<file path="src/rtl/systolic_pkg.sv">
// Shared types and helpers for the systolic GEMM engine: FSM states,
// end-to-end latency and operand extension.
package systolic_pkg;

  typedef enum logic [1:0] {
    ST_IDLE,
    ST_LOAD,
    ST_COMPUTE,
    ST_DONE
  } state_t;

  localparam int unsigned EXT_W = 64;

  // Cycles from the accepting edge to the edge that raises out_valid.
  function automatic int unsigned latency(input int unsigned rows,
                                          input int unsigned depth,
                                          input int unsigned cols);
    return rows + depth + cols + 1;
  endfunction

  // Widen a width-bit operand to EXT_W bits, sign- or zero-extending.
  function automatic logic [EXT_W-1:0] extend(input logic [EXT_W-1:0] value,
                                              input int unsigned       width,
                                              input logic              sign);
    logic [EXT_W-1:0] keep;
    logic             msb;
    keep = (width >= EXT_W) ? '1 : ((EXT_W'(1) << width) - EXT_W'(1));
    msb  = |(value & (EXT_W'(1) << (width - 1)));
    return (value & keep) | ((sign && msb) ? ~keep : '0);
  endfunction

endpackage

</file>
<file path="src/rtl/systolic_gemm_engine_pe.sv">
// Processing element: registered east/south operand forwarding plus a
// clearable, enabled multiply-accumulate that wraps modulo 2^ACC_W.
module systolic_pe
  import systolic_pkg::*;
#(
  parameter int unsigned ACC_W = 16
) (
  input  logic             clock,
  input  logic             reset,
  input  logic             flush,
  input  logic             clear,
  input  logic             enable,
  input  logic [ACC_W-1:0] a_in,
  input  logic [ACC_W-1:0] b_in,
  output logic [ACC_W-1:0] a_out,
  output logic [ACC_W-1:0] b_out,
  output logic [ACC_W-1:0] acc
);

  always_ff @(posedge clock) begin
    if (reset || flush) begin
      a_out <= '0;
      b_out <= '0;
    end else if (enable) begin
      a_out <= a_in;
      b_out <= b_in;
    end
  end

  always_ff @(posedge clock) begin
    if (reset || clear) begin
      acc <= '0;
    end else if (enable) begin
      acc <= acc + a_in * b_in;
    end
  end

endmodule

</file>
<file path="src/rtl/systolic_gemm_engine.sv">
// Output-stationary systolic GEMM: C = A*B (+ previous C), A flowing east and
// B flowing south through a ROWS x COLS grid of PEs.
module systolic_gemm_engine
  import systolic_pkg::*;
#(
  parameter int unsigned ROWS  = 3,
  parameter int unsigned DEPTH = 3,
  parameter int unsigned COLS  = 3,
  parameter int unsigned IN_W  = 4,
  parameter int unsigned ACC_W = 16
) (
  input  logic                                  clock,
  input  logic                                  reset,
  input  logic                                  in_valid,
  output logic                                  in_ready,
  input  logic                                  signed_mode,
  input  logic                                  accumulate,
  input  logic [ROWS-1:0][DEPTH-1:0][IN_W-1:0]  a_in,
  input  logic [DEPTH-1:0][COLS-1:0][IN_W-1:0]  b_in,
  output logic                                  out_valid,
  input  logic                                  out_ready,
  output logic [ROWS-1:0][COLS-1:0][ACC_W-1:0]  c_out,
  output logic                                  busy
);

  // Compute window spans the full skew wavefront plus one trailing cycle,
  // so the result register loads L cycles after acceptance.
  localparam int unsigned LAST  = latency(ROWS, DEPTH, COLS) - 2;
  localparam int unsigned CNT_W = $clog2(LAST + 1);
  localparam int unsigned A_LEN = DEPTH + ROWS - 1;
  localparam int unsigned B_LEN = DEPTH + COLS - 1;

  state_t           state, state_next;
  logic [CNT_W-1:0] count;
  logic             accept, finish;
  logic             load_phase, compute_phase, clear_acc;

  logic [ROWS-1:0][DEPTH-1:0][IN_W-1:0] a_q;
  logic [DEPTH-1:0][COLS-1:0][IN_W-1:0] b_q;
  logic                                 sign_q, accum_q;

  logic [ACC_W-1:0] a_skew [ROWS][A_LEN];
  logic [ACC_W-1:0] b_skew [COLS][B_LEN];
  logic [ACC_W-1:0] a_link [ROWS][COLS+1];
  logic [ACC_W-1:0] b_link [ROWS+1][COLS];
  logic [ACC_W-1:0] acc    [ROWS][COLS];
  logic [ACC_W-1:0] res    [ROWS][COLS];

  assign load_phase    = (state == ST_LOAD);
  assign compute_phase = (state == ST_COMPUTE);
  assign clear_acc     = load_phase && !accum_q;
  assign finish        = compute_phase && (count == CNT_W'(LAST));
  assign out_valid     = (state == ST_DONE);
  assign busy          = load_phase || compute_phase;

  always_comb begin
    state_next = state;
    in_ready   = 1'b0;
    case (state)
      ST_IDLE: begin
        in_ready = 1'b1;
        if (in_valid) state_next = ST_LOAD;
      end
      ST_LOAD:    state_next = ST_COMPUTE;
      ST_COMPUTE: if (finish) state_next = ST_DONE;
      ST_DONE: begin
        in_ready = out_ready;
        if (out_ready) state_next = in_valid ? ST_LOAD : ST_IDLE;
      end
      default:    state_next = ST_IDLE;
    endcase
    accept = in_ready && in_valid;
  end

  always_ff @(posedge clock) begin
    if (reset) begin
      state   <= ST_IDLE;
      count   <= '0;
      a_q     <= '0;
      b_q     <= '0;
      sign_q  <= 1'b0;
      accum_q <= 1'b0;
    end else begin
      state <= state_next;
      count <= (compute_phase && !finish) ? count + 1'b1 : '0;
      if (accept) begin
        a_q     <= a_in;
        b_q     <= b_in;
        sign_q  <= signed_mode;
        accum_q <= accumulate;
      end
    end
  end

  // Row i of A enters i cycles late; slots outside the data carry zeros.
  for (genvar i = 0; i < ROWS; i++) begin : g_arow
    for (genvar s = 0; s < A_LEN; s++) begin : g_slot
      logic [ACC_W-1:0] fill, shift_in;
      if (s >= i && s < i + DEPTH) begin : g_data
        assign fill = ACC_W'(extend(EXT_W'(a_q[i][s-i]), IN_W, sign_q));
      end else begin : g_zero
        assign fill = '0;
      end
      if (s == A_LEN - 1) begin : g_tail
        assign shift_in = '0;
      end else begin : g_body
        assign shift_in = a_skew[i][s+1];
      end
      always_ff @(posedge clock) begin
        if (reset)              a_skew[i][s] <= '0;
        else if (load_phase)    a_skew[i][s] <= fill;
        else if (compute_phase) a_skew[i][s] <= shift_in;
      end
    end
    assign a_link[i][0] = a_skew[i][0];
  end

  for (genvar j = 0; j < COLS; j++) begin : g_bcol
    for (genvar s = 0; s < B_LEN; s++) begin : g_slot
      logic [ACC_W-1:0] fill, shift_in;
      if (s >= j && s < j + DEPTH) begin : g_data
        assign fill = ACC_W'(extend(EXT_W'(b_q[s-j][j]), IN_W, sign_q));
      end else begin : g_zero
        assign fill = '0;
      end
      if (s == B_LEN - 1) begin : g_tail
        assign shift_in = '0;
      end else begin : g_body
        assign shift_in = b_skew[j][s+1];
      end
      always_ff @(posedge clock) begin
        if (reset)              b_skew[j][s] <= '0;
        else if (load_phase)    b_skew[j][s] <= fill;
        else if (compute_phase) b_skew[j][s] <= shift_in;
      end
    end
    assign b_link[0][j] = b_skew[j][0];
  end

  for (genvar i = 0; i < ROWS; i++) begin : g_row
    for (genvar j = 0; j < COLS; j++) begin : g_col
      systolic_pe #(.ACC_W(ACC_W)) u_pe (
        .clock  (clock),
        .reset  (reset),
        .flush  (load_phase),
        .clear  (clear_acc),
        .enable (compute_phase),
        .a_in   (a_link[i][j]),
        .b_in   (b_link[i][j]),
        .a_out  (a_link[i][j+1]),
        .b_out  (b_link[i+1][j]),
        .acc    (acc[i][j])
      );

      always_ff @(posedge clock) begin
        if (reset)       res[i][j] <= '0;
        else if (finish) res[i][j] <= acc[i][j];
      end
      assign c_out[i][j] = res[i][j];
    end
  end

  for (genvar i = 0; i < ROWS; i++) begin : g_east_edge
    logic unused_east;
    assign unused_east = ^a_link[i][COLS];
  end
  for (genvar j = 0; j < COLS; j++) begin : g_south_edge
    logic unused_south;
    assign unused_south = ^b_link[ROWS][j];
  end

endmodule

</file>
<file path="config.mk">
export PLATFORM = sky130hd
export DESIGN_NAME = systolic_gemm_engine
export DESIGN_NICKNAME = d
export VERILOG_FILES = /design/src/rtl/systolic_pkg.sv /design/src/rtl/systolic_gemm_engine_pe.sv /design/src/rtl/systolic_gemm_engine.sv
export SDC_FILE = /design/constraint.sdc
export NUM_CORES = 2
export LEC_CHECK = 0
export ABC_AREA = 1
export BUFFER_PORTS_ARGS = -buffer_cell sky130_fd_sc_hd__buf_2
export CAP_MARGIN = 10
export CORE_MARGIN = 2
export CORE_UTILIZATION = 55
export DETAILED_ROUTE_END_ITERATION = 8
export GPL_TIMING_DRIVEN = 0
export PLACE_DENSITY = 0.81
export SKIP_LAST_GASP = 1
export SLEW_MARGIN = 20
export SYNTH_ARGS = -nofsm -noshare
export SYNTH_HDL_FRONTEND = slang
export SYNTH_SLANG_ARGS = --single-unit
</file>
<file path="constraint.sdc">
create_clock -name clock -period 15.7 [get_ports clock]
set_input_delay 0.785 -clock clock [delete_from_list [all_inputs] [get_ports clock]]
set_output_delay 0.785 -clock clock [all_outputs]
set_load 0.02 [all_outputs]
</file>
# [Word level (Yosys, flattened, before mapping)]
# Memory sizes are Yosys's and may differ from the RTL's.
# Index checks and enable logic that the tools add are counted.
[classes] addsub=10 mul=9 eq_ne=7 muxes=105 n_bitwise=88 n_reduce_logical=30
[ops] operator="2-to-1 mux 16 bit" count=87
[ops] operator="OR 4 x 16 -> 16 bit" count=18
[ops] operator="adder 16 bit" count=9
[ops] operator="multiplier 16 x 16 -> 16 bit" count=9
[ops] operator="OR 1 bit" count=69
[ops] operator="logical AND 1 bit" count=22
[ops] operator="2-to-1 mux 1 bit" count=13
[ops] operator="one-hot mux 2 bit (4 select lines)" count=1
[ops] operator="2-to-1 mux 2 bit" count=3
[ops] operator="adder 4 x 1 -> 4 bit, second input constant" count=1
[ops] operator="equality test 2 bit, second input constant" count=2
[ops] operator="equality test 4 bit, second input constant" count=1
[ops] operator="!= test 2 bit, second input constant" count=2
[ops] operator="logical OR 1 bit" count=3
[ops] operator="AND reduction 3 bit" count=1
[ops] operator="equality test 2 x 1 -> 1 bit, second input constant" count=1
[ops] operator="zero test 1 bit" count=2
[ops] operator="zero test 2 bit" count=1
[ops] operator="!= test 2 x 1 -> 1 bit, second input constant" count=1
[ops] operator="one-hot mux 1 bit (2 select lines)" count=1
[ops] operator="OR reduction 2 bit" count=1
[ops] operator="inverter 1 bit" count=1
[word_totals] register_bits=416 ram_bits=624 out_inout_bits=147 memories=3
[mem_list] memory="a_skew" depth=3 word_bits=80 read_ports=3 rd_ports_with_merged_regs=0 write_ports=3 line_no="systolic_gemm_engine.sv:42" rtl="logic [ACC_W-1:0] a_skew [ROWS][A_LEN];"
[mem_list] memory="b_skew" depth=3 word_bits=80 read_ports=3 rd_ports_with_merged_regs=0 write_ports=3 line_no="systolic_gemm_engine.sv:43" rtl="logic [ACC_W-1:0] b_skew [COLS][B_LEN];"
[mem_list] memory="res" depth=3 word_bits=48 read_ports=3 rd_ports_with_merged_regs=0 write_ports=3 line_no="systolic_gemm_engine.sv:47" rtl="logic [ACC_W-1:0] res [ROWS][COLS];"

# [Depth between registers and ports, before layout]
[depth] word_depth=6 mapped_depth=33 mapped_depth_nobuf=32

# [Modules after synthesis]
# Synthesis repeated with hierarchy kept, for this count alone.
[hier_totals] hier_cells=9448 area_unflattened_um2=72401.9
[by_module_without_submodules] module="systolic_pe (g_row[0].g_col[2].u_pe ...)" n_inst=5 cells_per_inst=905 area_per_inst_um2=6477.5
[by_module_without_submodules] module="systolic_gemm_engine" n_inst=1 cells_per_inst=1272 area_per_inst_um2=14071.0
[by_module_without_submodules] module="systolic_pe (g_row[2].g_col[1].u_pe)" n_inst=1 cells_per_inst=915 area_per_inst_um2=6543.8
[by_module_without_submodules] module="systolic_pe (g_row[0].g_col[0].u_pe)" n_inst=1 cells_per_inst=916 area_per_inst_um2=6495.0
[by_module_without_submodules] module="systolic_pe (g_row[2].g_col[2].u_pe)" n_inst=1 cells_per_inst=919 area_per_inst_um2=6475.0
[by_module_without_submodules] module="systolic_pe (g_row[0].g_col[1].u_pe)" n_inst=1 cells_per_inst=901 area_per_inst_um2=6429.9

# [Worst setup path after synthesis]
# Ideal clock, no wire load.
[synth_path] kind="flip-flop to flip-flop" startpoint="register state[0]" endpoint="memory res[0][0] (netlist bit) (enable)" setup_time_ns=0.846 t_arrival_ns=11.254 required_ns=14.854 setup_slack_ns=3.600 stages_incl_launch_ff=8 n_path_buf=3 synth_period_minus_slack_ns=12.100 path_cell_list="dfxtp_1 -> inv_1 -> ha_1 -> buf_2 -> inv_2 -> buf_2 -> clkbuf_1 -> o21ai_0"
[synth_rtl] item="start, declared" line_no="systolic_gemm_engine.sv:33" rtl="state_t state, state_next;"
[synth_rtl] item="start signal, assigned" line_no="systolic_gemm_engine.sv:84" rtl="state <= state_next;"
[synth_rtl] item="end, declared" line_no="systolic_gemm_engine.sv:47"

==> metrics.md <==
| Metric | Value |
|---|---|
| Clk network pwr share | `23.3%` |
| Fraction of layout cells with a size suffix above 1 | `7.03%` |
| Count of synthesis-stage warnings from yosys | `0` |
| Core Util, Final | `between 60% and 70%` |
| Initial standard-cell utilization of the core | `55.6%` |
| Via count of the first global-routing pass | `38730` |
| Combinational power share | `45.2%` |
| Finished Layout Cells | `approximately 7300` |
| Post-layout net count | `between 7000 and 8000` |
| Sequential element share of the synthesized area | `28.2%` |
| Number of max-cap violations | `0` |
| Post-synthesis net count | `a little under 7000` |
| Switching power as a share of total power | `roughly 44%` |
| Wire length of the first global-routing pass | `between 200 and 250 mm` |
| CTS clk-pin slew, worst paths | `roughly 0.060 ns` |
| Post-route ant nets | `0` |
| Post-CTS setup buffers | `0` |
| Die height | `300 um` |
| Setup repair after global routing missed its margin | `no` |
| DP Worst Slack | `9.98 ns` |
| Total number of vias | `37758` |
| Worst setup margin | `9.85 ns` |
| Placed wire-length estimate after detailed placement | `101 mm` |
| Launching element type of the critical path | `flip-flop` |
| Rows | `between 100 and 150` |
| Final worst path period share | `37.3%` |
| Clock tree from TritonCTS | `yes` |
| Largest net degree at the start of global routing | `between 40 and 50` |
| Switching Power | `0.00276 W` |
| Area growth from synthesis to layout | `10.1%` |
| Number of flip-flops and latches in the synthesized netlist | `548` |
| Peak supply drop | `0.172 mV` |
| Highest Clock Rate | `171 MHz` |
| Crit end category | `flip-flop` |
| Maximum fanout count along the critical path | `6` |
| Outcome | `completed` |
| CTS Root Buffer Type | `clkbuf_16` |
| Avg WL per Cell | `around 17 um` |
| Area of the core | `approximately 0.087 mm^2` |
| GRT overflow | `0` |
| Fraction of power consumed by sequential logic | `31.6%` |
| Global Route Usage Sum | `28.5%` |
| Final sum of negative setup slack | `0 ns` |
| Initial antenna violation count | `8` |
| Internal power | `0.00357 W` |
| Clock buffer depth | `3` |
| Count of unique library cells instantiated by Yosys | `42` |
| Average vias per placed instance | `between 5 and 6` |
| Cell type with the largest total area after synthesis | `fa_1` |
| Register-to-register setup slack | `roughly 10 ns` |
| Insertion delay of the later-clocked pin in the worst-skew pair | `0.67 ns` |
| Final critical-path required period | `5.85 ns` |
| Dominant register cell in the synthesized netlist | `dfxtp_1` |
| Die Width | `300 um` |
| Hold_buf cts | `0` |
| Min-Delay Path Class | `input port to flip-flop` |
| Top cell type's share of synthesized area | `22.5%` |
| Number of top-level design ports | `225` |
| Clock skew after layout | `0.0137 ns` |
| Full die area | `0.0902 mm^2` |
| Routed length on met2 | `58.8 mm` |
| M1 WL | `48.3 mm` |
| Post-synth EDFFs | `264` |
| CTS HTree Levels | `2` |
| Routed wire length | `126 mm` |
| Uppermost layer routed | `met5` |
| Detailed router's first-iteration violation count | `3131` |
| Met3 layer wire length in the routed design | `11.3 mm` |
| Count leader, synth | `inv_1` |
| Number of input and output port buffers inserted | `around 220` |
| Number of buffers created by CTS | `60` |
| Fin Hold WS | `roughly 0.38 ns` |
| Total of cells resized after clock tree synthesis | `0` |
| Gate count of the mapped netlist | `5756` |
| Most frequent cells after synthesis | `inv_1, nand2_1, fa_1` |
| Number of sinks driven by the clock tree | `548` |
| Final setup vio count | `0` |
| Fraction of registers with async set/reset | `0%` |
| Post-synthesis cell area | `0.0483 mm^2` |
| Detailed-routing iteration count for the pre-antenna-repair pass | `7` |
| Per-instance average area after synthesis | `8.39 um^2` |
| Data required time at the worst endpoint | `16.31 ns` |
| P_leak | `approximately 28 nW` |
| Cell Pwr Density | `between 100 and 150 mW/mm^2` |
| Worst Setup Path Type | `flip-flop to flip-flop` |
| Synth area leaders | `fa_1, edfxtp_1, inv_1` |
| Actual slew at the worst max-slew pin | `1.16 ns` |
| Post-Place Cells | `just over 7000` |
| Gp weighted congestion | `slightly above 0.9` |
| Arrival time at the worst endpoint | `6.46 ns` |
| Final hold violation count | `0` |
| Drc violations | `0` |
| Max-slew violation total from the final report | `0` |
| Normalized max-slew margin | `22.8%` |
## path summary, 6_finish.rpt
| kind | from | endpoint | cells after the start |
|---|---|---|---|
| worst min register to register | b_q[9] | b_q[9] | 2 |
| worst max-delay path | b_skew[0][78] | g_row[0].g_col[0].u_pe.acc[14] | 25 |
| worst max register to register | b_skew[0][78] | g_row[0].g_col[0].u_pe.acc[14] | 25 |
| worst min-delay path | reset | state[0] | 2 |
## layout make-up
cell class	instances	area, um^2
Multi-Input combinational cell	3300	27500
Buffer	156	677
Timing Repair Buffer	233	1350
Tap cell	1155	1450
Clock inverter	30	287
Inverter	1752	6580
Clock buffer	84	1750
Fill cell	7140	33700
Antenna cell	1	2.50
Sequential cell	548	13600
## metal layers
layer	global-route usage (%)	vias to the layer above
met5	0	-
met4	15.4	4
met3	5.01	368
met2	47.6	1582
met1	35.4	17910
li1	-	17894
## cells by family (layout without fill, tap and decap cells)
logic type / after synthesis / count (layout) / synth area share [%]
other cells: 0 / 1 / 0
buf+inv: 1908 / 2255 / 15.0
xor+xnor: 121 / 121 / 2.19
simple gates: 1433 / 1433 / 12.0
fa+ha+maj: 1012 / 1012 / 34.6
compound gates: 734 / 734 / 8.02
flops: 548 / 548 / 28.2
## layout by cell type, fill, tap and decap left out, types with 5 or more instances in the layout
master / netlist / final
xor2_1: 68 / 68
o31ai_1: 17 / 17
a31oi_1: 12 / 12
inv_6: 0 / 5
clkbuf_1: 115 / 118
o21bai_1: 10 / 10
clkinv_2: 0 / 7
xnor2_1: 53 / 53
edfxtp_1: 264 / 264
inv_2: 15 / 15
clkbuf_2: 1 / 8
clkbuf_8: 2 / 13
nand2_2: 22 / 22
clkbuf_16: 0 / 62
o211ai_1: 23 / 23
nor2_1: 297 / 297
o21ai_0: 334 / 333
nor3_1: 24 / 24
o21ai_1: 8 / 8
a21oi_2: 8 / 8
buf_16: 0 / 7
clkinv_1: 1 / 5
dfxtp_1: 284 / 284
fa_1: 542 / 542
nand3b_1: 12 / 12
nand2_1: 887 / 886
buf_2: 25 / 249
ha_1: 470 / 470
nand4_1: 19 / 19
buf_1: 7 / 7
nand3_1: 158 / 158
a21oi_1: 310 / 310
inv_1: 1736 / 1736
## power by group through the flow
| stage | logic (W) | registers, W | clock network, W |
|---|---|---|---|
| finish | 0.00286 | 0.00200 | 0.00147 |
| global route | 0.00322 | 0.00202 | 0.00154 |
| CTS | 0.00283 | 0.00199 | 0.00149 |
| detailed placement | 0.00280 | 0.00202 | 0 |
| global placement | 0.00269 | 0.00203 | 0 |
| floorplan | 0.00197 | 0.00198 | 0 |
## per-stage QoR
step | power [W] | instance area [um^2]
2_1_floorplan | 0.00396 | 48300
3_3_place_gp | 0.00472 | 50900
3_5_place_dp | 0.00481 | 51100
4_1_cts | 0.00631 | 53200
5_1_grt | 0.00678 | 53200
6_report | 0.00633 | 53200
## critical path, cell delays in order (launching register included)
cell      delay (ns)
edfxtp_1        0.63
nand2_1         0.21
nor2_1          0.29
inv_1           0.18
nand2_1         0.11
inv_1           0.13
ha_1            0.24
or2_2           0.32
ha_1            0.23
fa_1            0.50
inv_1           0.05
fa_1            0.52
inv_1           0.05
fa_1            0.47
inv_1           0.05
fa_1            0.47
inv_1           0.04
ha_1            0.35
nand2_1         0.11
nor3_1          0.20
nand3_1         0.11
nand3_1         0.13
a21oi_1         0.06
o21ai_0         0.14
o211ai_1        0.13
inv_1           0.08
## registers in the layout, indices dropped and copies added (netlist names)
name / cells
g_row.g_col.u_pe.acc: 144
res: 144
a_skew: 60
b_skew: 60
a_q: 36
b_q: 36
g_row.g_col.u_pe.a_out: 30
g_row.g_col.u_pe.b_out: 30
count: 4
state: 2
accum_q: 1
sign_q: 1
No activity file was read; power rests on OpenSTA's default activity.
